[config.mk]
export PLATFORM = sky130hd
export DESIGN_NAME = hex_field_sched
export DESIGN_NICKNAME = d
export VERILOG_FILES = /design/src/rtl/vga_pkg.sv /design/src/rtl/hex_field_sched_nibble_sel.sv /design/src/rtl/hex_field_sched.sv
export SDC_FILE = /design/constraint.sdc
export NUM_CORES = 1
export LEC_CHECK = 0
export CORE_MARGIN = 10
export CORE_UTILIZATION = 30
export CTS_CLUSTER_DIAMETER = 30
export DETAILED_ROUTE_END_ITERATION = 10
export GPL_ROUTABILITY_DRIVEN = 0
export GPL_TIMING_DRIVEN = 0
export PLACE_DENSITY_LB_ADDON = 0.2
export SYNTH_ARGS = -nofsm -noshare
export SYNTH_HDL_FRONTEND = slang
export SYNTH_SLANG_ARGS = --single-unit
[constraint.sdc]
create_clock -name clk -period 3 [get_ports clk]
set_input_delay 0.3 -clock clk [delete_from_list [all_inputs] [get_ports clk]]
set_output_delay 0.3 -clock clk [all_outputs]
set_load 0.1 [all_outputs]
[src/rtl/vga_pkg.sv]
// Shared geometry, park codes and scheduler state encodings for the VGA debug overlay.
package vga_pkg;

  localparam int GLYPH_W = 8;
  localparam int GLYPH_H = 8;
  localparam int X_W     = 11;
  localparam int Y_W     = 10;

  // Park coordinates lie outside any visible beam position, so the renderer stays dark.
  localparam logic [X_W-1:0] X_PARK = 11'h7FF;
  localparam logic [Y_W-1:0] Y_PARK = 10'h3FF;

  typedef enum logic [1:0] {
    IDLE = 2'd0,
    ROW  = 2'd1,
    DONE = 2'd2
  } sched_state_t;

endpackage

[src/rtl/hex_field_sched_nibble_sel.sv]
// Picks one hex digit (MSB first) of one snapshotted field for the glyph renderer.
module hex_nibble_sel #(
  parameter int N_FIELDS = 4,
  parameter int DIGITS   = 8,
  localparam int FW      = (N_FIELDS > 1) ? $clog2(N_FIELDS) : 1,
  localparam int DW      = (DIGITS > 1) ? $clog2(DIGITS) : 1
) (
  input  logic [N_FIELDS*DIGITS*4-1:0] snap,
  input  logic [FW-1:0]                field_idx,
  input  logic [DW-1:0]                digit_idx,
  output logic [3:0]                   nibble
);

  // Fully decoded mux keeps every slice constant and never indexes past the word.
  always_comb begin
    nibble = 4'h0;
    for (int f = 0; f < N_FIELDS; f++) begin
      for (int d = 0; d < DIGITS; d++) begin
        if (field_idx == FW'(f) && digit_idx == DW'(d)) begin
          nibble = snap[(f*DIGITS + (DIGITS-1-d))*4 +: 4];
        end
      end
    end
  end

endmodule

[src/rtl/hex_field_sched.sv]
// Sequences one 8x8 hex glyph renderer across N_FIELDS rows of frame-snapshotted CPU words.
module hex_field_sched
  import vga_pkg::*;
#(
  parameter int             N_FIELDS  = 4,
  parameter int             DIGITS    = 8,
  parameter logic [10:0]    X0        = 11'd64,
  parameter logic [9:0]     Y0        = 10'd32,
  parameter logic [9:0]     ROW_PITCH = 10'd12,
  parameter logic [10:0]    DIG_PITCH = 11'd8
) (
  input  logic                         clk,
  input  logic                         rst_n,
  input  logic [X_W-1:0]               x_count,
  input  logic [Y_W-1:0]               y_count,
  input  logic [N_FIELDS*DIGITS*4-1:0] field_data,
  input  logic [N_FIELDS-1:0]          field_en,
  output logic [X_W-1:0]               x_pos,
  output logic [Y_W-1:0]               y_pos,
  output logic [3:0]                   num_add,
  output logic                         busy,
  output logic                         frame_tick
);

  localparam int FW = (N_FIELDS > 1) ? $clog2(N_FIELDS) : 1;
  localparam int DW = (DIGITS > 1) ? $clog2(DIGITS) : 1;

  sched_state_t                state;
  logic [N_FIELDS*DIGITS*4-1:0] snap;
  logic [FW-1:0]               field_idx;
  logic [DW-1:0]               digit_idx;

  logic                        line_start;
  logic                        frame_start;
  logic                        last_digit;
  logic [N_FIELDS-1:0]         band_hit;
  logic [Y_W-1:0]              band_top [N_FIELDS];
  logic                        hit;
  logic [FW-1:0]               hit_f;
  logic [FW-1:0]               sel_field;
  logic [DW-1:0]               sel_digit;
  logic [3:0]                  nibble;

  assign line_start  = (x_count == '0);
  assign frame_start = line_start && (y_count == '0);
  assign last_digit  = (digit_idx == DW'(DIGITS-1));

  // One comparator per row band; the glyph is GLYPH_H lines tall from the row top.
  for (genvar g = 0; g < N_FIELDS; g++) begin : g_band
    localparam int TOP = int'(Y0) + g * int'(ROW_PITCH);
    assign band_top[g] = Y_W'(TOP);
    assign band_hit[g] = field_en[g] && (int'(y_count) >= TOP) &&
                         (int'(y_count) < TOP + GLYPH_H);
  end

  // Downward scan so the lowest enabled field is the one left standing.
  always_comb begin
    hit   = 1'b0;
    hit_f = '0;
    for (int i = N_FIELDS-1; i >= 0; i--) begin
      if (band_hit[i]) begin
        hit   = 1'b1;
        hit_f = FW'(i);
      end
    end
  end

  // Line start loads digit 0 of the new row; otherwise look one digit ahead.
  assign sel_field = line_start ? hit_f : field_idx;
  assign sel_digit = line_start ? '0 : digit_idx + DW'(1);

  hex_nibble_sel #(
    .N_FIELDS (N_FIELDS),
    .DIGITS   (DIGITS)
  ) u_nibble_sel (
    .snap      (snap),
    .field_idx (sel_field),
    .digit_idx (sel_digit),
    .nibble    (nibble)
  );

  always_ff @(posedge clk or negedge rst_n) begin
    if (!rst_n) begin
      state      <= IDLE;
      snap       <= '0;
      field_idx  <= '0;
      digit_idx  <= '0;
      x_pos      <= X_PARK;
      y_pos      <= Y_PARK;
      num_add    <= 4'h0;
      busy       <= 1'b0;
      frame_tick <= 1'b0;
    end else begin
      frame_tick <= frame_start;
      if (frame_start) begin
        snap <= field_data;
      end
      if (line_start) begin
        if (hit) begin
          state     <= ROW;
          busy      <= 1'b1;
          field_idx <= hit_f;
          digit_idx <= '0;
          x_pos     <= X0;
          y_pos     <= band_top[hit_f];
          num_add   <= nibble;
        end else begin
          state <= IDLE;
          busy  <= 1'b0;
          x_pos <= X_PARK;
          y_pos <= Y_PARK;
        end
      end else if (state == ROW && x_count == x_pos) begin
        // The renderer latches num_add on this edge, so advance to the next digit now.
        if (!last_digit) begin
          digit_idx <= digit_idx + DW'(1);
          x_pos     <= x_pos + DIG_PITCH;
          num_add   <= nibble;
        end else begin
          state <= DONE;
          busy  <= 1'b0;
          x_pos <= X_PARK;
        end
      end
    end
  end

endmodule

# After elaboration in Yosys (flattened, before gate mapping)
# Cells that the tools add are included.
dict set report totals {
  ff_bits 162
  input_bits 155
  output_inout_bits 27
  elab_cells 153
}
dict set report op_classes {
  add_sub_neg 2
  order_cmp 9
  eq_ne 15
  muxes 66
  n_bitwise 1
  reduce_logical 51
}
# operator count
set ops {}
lappend ops {{$mux W4} 36}
lappend ops {{$mux W11} 4}
lappend ops {{$logic_and A1 B1 Y1} 42}
lappend ops {{$ge A10 B6 Y1 const B} 3}
lappend ops {{$mux W10} 3}
lappend ops {{$bmux W10 S2} 1}
lappend ops {{$lt A10 B6 Y1 const B} 2}
lappend ops {{$lt A10 B7 Y1 const B} 2}
lappend ops {{$mux W2} 8}
lappend ops {{$eq A3 B3 Y1 const B} 5}
lappend ops {{$mux W3} 5}
lappend ops {{$add A11 B4 Y11 const B} 1}
lappend ops {{$eq A11 B11 Y1} 1}
lappend ops {{$logic_not A11 Y1} 1}
lappend ops {{$ge A10 B7 Y1 const B} 1}
lappend ops {{$logic_not A10 Y1} 1}
lappend ops {{$mux W1} 9}
lappend ops {{$eq A3 B2 Y1 const B} 2}
lappend ops {{$eq A2 B1 Y1 const B} 2}
lappend ops {{$eq A2 B2 Y1 const B} 2}
lappend ops {{$reduce_and A2 Y1} 2}
lappend ops {{$reduce_bool A2 Y1} 2}
lappend ops {{$add A3 B1 Y3 const B} 1}
lappend ops {{$eq A3 B1 Y1 const B} 1}
lappend ops {{7 further kinds} 7}

# Longest topological paths before layout
# Gate-level depths: netlist of run 1.
dict set report depth {
  ltp_word 45
  mapped_depth 12
  depth_no_buf 10
}

# Cells and area by module
# From an unflattened synthesis of run 1, not the netlist that was laid out.
dict set report unflattened {
  cells_unflattened 700
  hier_area_um2 8130.3
}
# module n_inst cells_each area_per_inst_um2 seq_area_each_um2
set modules_own_cells {}
lappend modules_own_cells {hex_field_sched 1 453 6486.2 3897.5}
lappend modules_own_cells {hex_nibble_sel 1 247 1644.1 0.0}

# Least setup slack after synthesis of run 1
# No wires, ideal clock.
dict set report synth_timing {
  path_kind {flip-flop to flip-flop}
  startpoint {register digit_idx[0]}
  endpoint {register num_add[1]}
  setup_ns 0.134
  arrival_time_ns 2.563
  t_required_ns 2.866
  path_slack_ns 0.303
  path_stages_with_launch 12
  path_buffers 3
  period_less_slack_ns 2.697
  path_cell_list {dfrtp_1 ha_1 clkbuf_1 clkbuf_1 clkbuf_1 a211oi_1 a311oi_1 o31ai_1 a222oi_1 a211oi_1 o21ai_0 a21oi_1}
}
dict set report synth_via {
  elab_chain_len 39
  elab_cells_between_ends 81
  classes_between {add/sub (1); eq/ne (9); mux (37); reduce/logical (34)}
}
# element line_no
set synth_lines {}
lappend synth_lines {{start, declared} hex_field_sched.sv:31} ;# logic [DW-1:0] digit_idx;
lappend synth_lines {{start signal, assigned} hex_field_sched.sv:116} ;# digit_idx <= digit_idx + DW'(1);
lappend synth_lines {{$add A3 B1 Y3} hex_field_sched.sv:70} ;# assign sel_digit = line_start ? '0 : digit_idx + DW'(1);
lappend synth_lines {{$mux W3} hex_field_sched.sv:70}
lappend synth_lines {{$logic_not A3 Y1} hex_field_sched_nibble_sel.sv:19} ;# if (field_idx == FW'(f) && digit_idx == DW'(d)) begin
lappend synth_lines {{$logic_and A1 B1 Y1} hex_field_sched_nibble_sel.sv:19}
lappend synth_lines {{$mux W4 (32 in a row)} hex_field_sched_nibble_sel.sv:19}
lappend synth_lines {{$mux W4} hex_field_sched.sv:115} ;# if (!last_digit) begin
lappend synth_lines {{$mux W4} hex_field_sched.sv:113} ;# end else if (state == ROW && x_count == x_pos) begin
lappend synth_lines {{$mux W4} hex_field_sched.sv:98} ;# if (line_start) begin
lappend synth_lines {{end signal, assigned} hex_field_sched.sv:106} ;# num_add <= nibble;
lappend synth_lines {{end signal, assigned} hex_field_sched.sv:118} ;# num_add <= nibble;
lappend synth_lines {{end, declared} hex_field_sched.sv:20} ;# output logic [3:0] num_add,
# Parallel ways exist; a longest one is shown, timed or not. The select of a mux whose other input is x is not followed.
# A chain may end at the register's enable or synchronous reset.

# Worst setup path in the final report of run 1
# Ends and elaborated chain as after synthesis.

==> metrics.md, run 1 <==
| Metric | Value |
|---|---|
| Worst Hold Slack | around 0.40 ns |
| CTS tree | yes |
| H-tree Lvls | 4 |
| Multi-input logic area | approximately 4000 um2 |
| Routed vias | 6867 |
| Synthesis Warnings | 0 |
| Syn Nets | 899 |
| Die width | about 180 um |
| Setup CP Type | register to register |
| Yosys reg bits | about 160 |
| Sw frac | between 20% and 30% |
| EDFF count, synth | 0 |
| Leak Pwr | 0.004852 uW |
| DR iter-0 viols | 661 |
| CTS sink cnt | ~160 |
| Setup Skew | 0.01820 ns |
| Cell Rows | 59 |
| RR Endpoint | num_add[1] |
| Logic pwr share | ~7.1% |
| Root Driver | clkbuf_16 |
| Routed WL | just under 30000 um |
| Syn Std Cell Area | approximately 8100 um2 |
| Detailed Place HPWL | 22880 um |
| Initial antenna violation count | 0 |
| Max-slew headroom | between 30% and 40% |
| Antenna-violating nets left | 0 |
| Crit start category | register |
| Status | complete, but fails checks |
| Crit. End Element | register |
| Share of layout cells above drive strength 1 | a little over a quarter |
| Hold Fails Final Rpt | 0 |
| Max clock buf depth | 2 |
| Core area | 26210 um2 |
| DRC | 0 |
| Syn Area/Cell | ~11 um2 |
| TritonCTS buffer count | 17 |
| Tcrit/Tclk final | 100.4% |
| Setup violators final | 1 |
| Gr usage total | between 15 and 20% |
| Top_reg_cell synth | dfrtp_1 |
| Flop pwr share | between 40% and 50% |
| Initial Util | between 30% and 40% |
| Largest net degree at the start of global routing | 84 |
| Fill count | ~2.5k |
| Final WS setup | -0.01074 ns |
| Post-synth ARST share | 100.0% |
| Register area | between 3000 and 4000 um2 |
| Clock-pin slew on the worst setup and hold paths | 0.06 ns |
| Unrepaired setup endpoints after global routing | true |
| Yosys cell types | 66 |
| Internal power | roughly 3700 uW |
| Failing checks | setup timing |
| Worst slew pin tran | 1.012 ns |
| Syn Inst Count | approximately 740 |
| Final Net Count | around 1.1k |
| PwrDens | around 430 nW/um2 |
| Via/cell ratio | around 5.3 |
| First-pass iteration count of the detailed router | 6 |
| IO Port Bufs | 180 |
| Clock Power Share | 48.7% |
| Switch Pwr | between 1000 and 1500 uW |
| Clk_lat worst skew | between 0.4 and 0.5 ns |
| Die Height | 183.8 um |
| Sequential fraction of the synthesis area | roughly half |
| Final Max Tran Viols | 0 |
| CP Max Fanout | 10 |
| Worst path required time | about 3.3 ns |
| Average wire per standard cell | roughly 23 um |
| Die Area | ~34000 um2 |
| Max Freq | about 330 MHz |
| Setup TNS | -0.01074 ns |
| Worst R2R Setup Slack | -0.01 ns |
| R2R depth | 8 |
| Grt ovf | 0 |
| # diodes | 0 |
| Hold Crit Class | input port to asynchronous set/reset pin |
| Worst r2r src | digit_idx[0] |
| # Max-Cap Violations | 0 |
| Arr. time, crit path | between 3 and 4 ns |
| Top Ports | roughly 180 |
| Crit. Startpoint | digit_idx[0] |
| First-pass GRT wire length | 45220 um |
| Period minus WS final | about 3.0 ns |
| P&R area growth vs syn | 38.51% |
| Total power | about 4800 uW |
| Vias in the first global route | just over 7k |
| VDD IR-drop max | approximately 0.28 mV |
[per-stage QoR]
step                instances  setup WS [ns]  util [%]  cell area, um2
floorplan                 738         0.3032         -            8051
CTS                      1288      0.0006675     42.17           11050
global route             1288       -0.01339     42.55           11150
global placement         1253         -5.005     39.20           10270
detailed placement       1255        -0.9661     39.35           10310
finish                   1288       -0.01074     42.55           11150
[layout by cell type, fill, tap and decap left out, types with 4 or more instances in the layout]
cell type          n
a211oi_1           6
a21o_1             4
a21oi_1           31
a22oi_1            8
a31oi_1            8
a32oi_1            6
and2_1             4
buf_2             10
buf_4             18
bufinv_16          4
clkbuf_1          11
clkbuf_16         17
clkbuf_4           8
clkdlybuf4s50_1  178
clkinv_2           5
dfrtp_1          140
dfstp_2           15
ha_1               4
inv_1              7
mux2_2           132
mux2i_1            9
nand2_1           55
nand2b_1           9
nand3_1           11
nand4_1           10
nor2_1            48
nor2b_1            5
nor3_1            12
o211ai_1           5
o21a_1             4
o21ai_0           35
o22a_1             5
o22ai_1           15
o31ai_1            4
o32ai_1            6
or3_1              4
xnor2_1            4
xor2_1             5
[Yosys cell counts, types with 10 or more instances]
master    instances  area, um2
mux2_2          132       1486
o22ai_1          15      93.84
nand2_1          57      214.0
nor3_1           13      65.06
o21ai_0          38      190.2
buf_2            18      90.09
mux2i_1          10      100.1
a21oi_1          31      155.2
dfstp_2          15      394.1
clkbuf_1         24      90.09
nand3_1          12      60.06
nand4_1          10      62.56
dfrtp_1         140       3503
nor2_1           50      187.7
[cell families after synthesis]
logic type / after synthesis / share of synthesized area (%)
buffers and inverters: 61 / 3.497
adders and majority gates: 6 / 0.9324
and+or+nand+nor: 185 / 10.96
DFF: 155 / 48.41
AOI/OAI and AO/OA: 178 / 14.97
muxes: 144 / 20.26
xor gates and xnor gates: 9 / 0.9790
[flip-flops by register name, indices dropped and copies added, names as in the netlist]
register and count:
field_idx 2, busy 1, snap 128, frame_tick 1, y_pos 6, x_pos 9
state 1, num_add 4, digit_idx 3
[worst max path at each step]
stage,endpoint
global placement,field_idx[1]
finish,num_add[1]
floorplan,num_add[1]
CTS,snap[14]
global route,num_add[2]
detailed placement,num_add[1]
[per-layer routing]
| metal | vias up | track usage (%) | share of wire, % |
|---|---|---|---|
| met1 | 3428 | 22.84 | 44 |
| met2 | 253 | 28.27 | 47 |
| met3 | 32 | 4.862 | 6.7 |
| met5 | - | 0 | 0 |
| met4 | 0 | 4.851 | 1.6 |
| li1 | 3154 | - | - |
[power groups by stage]
stage	Clock (uW)	Sequential (uW)	Combinational [uW]
after floorplan	0	2160	36.5
after global placement	0	2140	336
after detailed placement	0	2140	341
after CTS	2360	2100	346
after global routing	2460	2100	365
final	2320	2100	340
[worst max-delay path: stages, from the launching register on]
cell	delay, ns
dfrtp_1	0.52
clkbuf_2	0.30
buf_2	0.38
buf_2	0.41
mux4_2	0.41
a32oi_1	0.26
o221ai_1	0.15
o21ai_1	0.31
a21oi_1	0.12
[final cells by class]
class | instances | area share (%)
multi-input cells | 522 | 35.87
repair buffers | 186 | 16.83
clock inverters | 12 | 1.526
well taps | 335 | 3.759
inverters | 8 | 0.2693
plain buffers | 50 | 2.704
clock buffers | 20 | 4.095
flip-flops and latches | 155 | 34.95
[timing repair]
action | 4_1_cts | 5_1_grt
hold endpoints to repair | 67 | 0
setup endpoints to repair | 115 | 102
pin swaps | 0 | 5
buffers inserted | 2 | 1
resized for setup | 36 | 32
hold buffers | 1 | 0
No activity file was read; power rests on OpenSTA's default activity.
==> inputs of run 2 (changes only) <==
TNS_END_PERCENT = 30   (was not set)
==> results of run 2 <==
No change in the layout: final DEF, timing and power equal those of run 1.
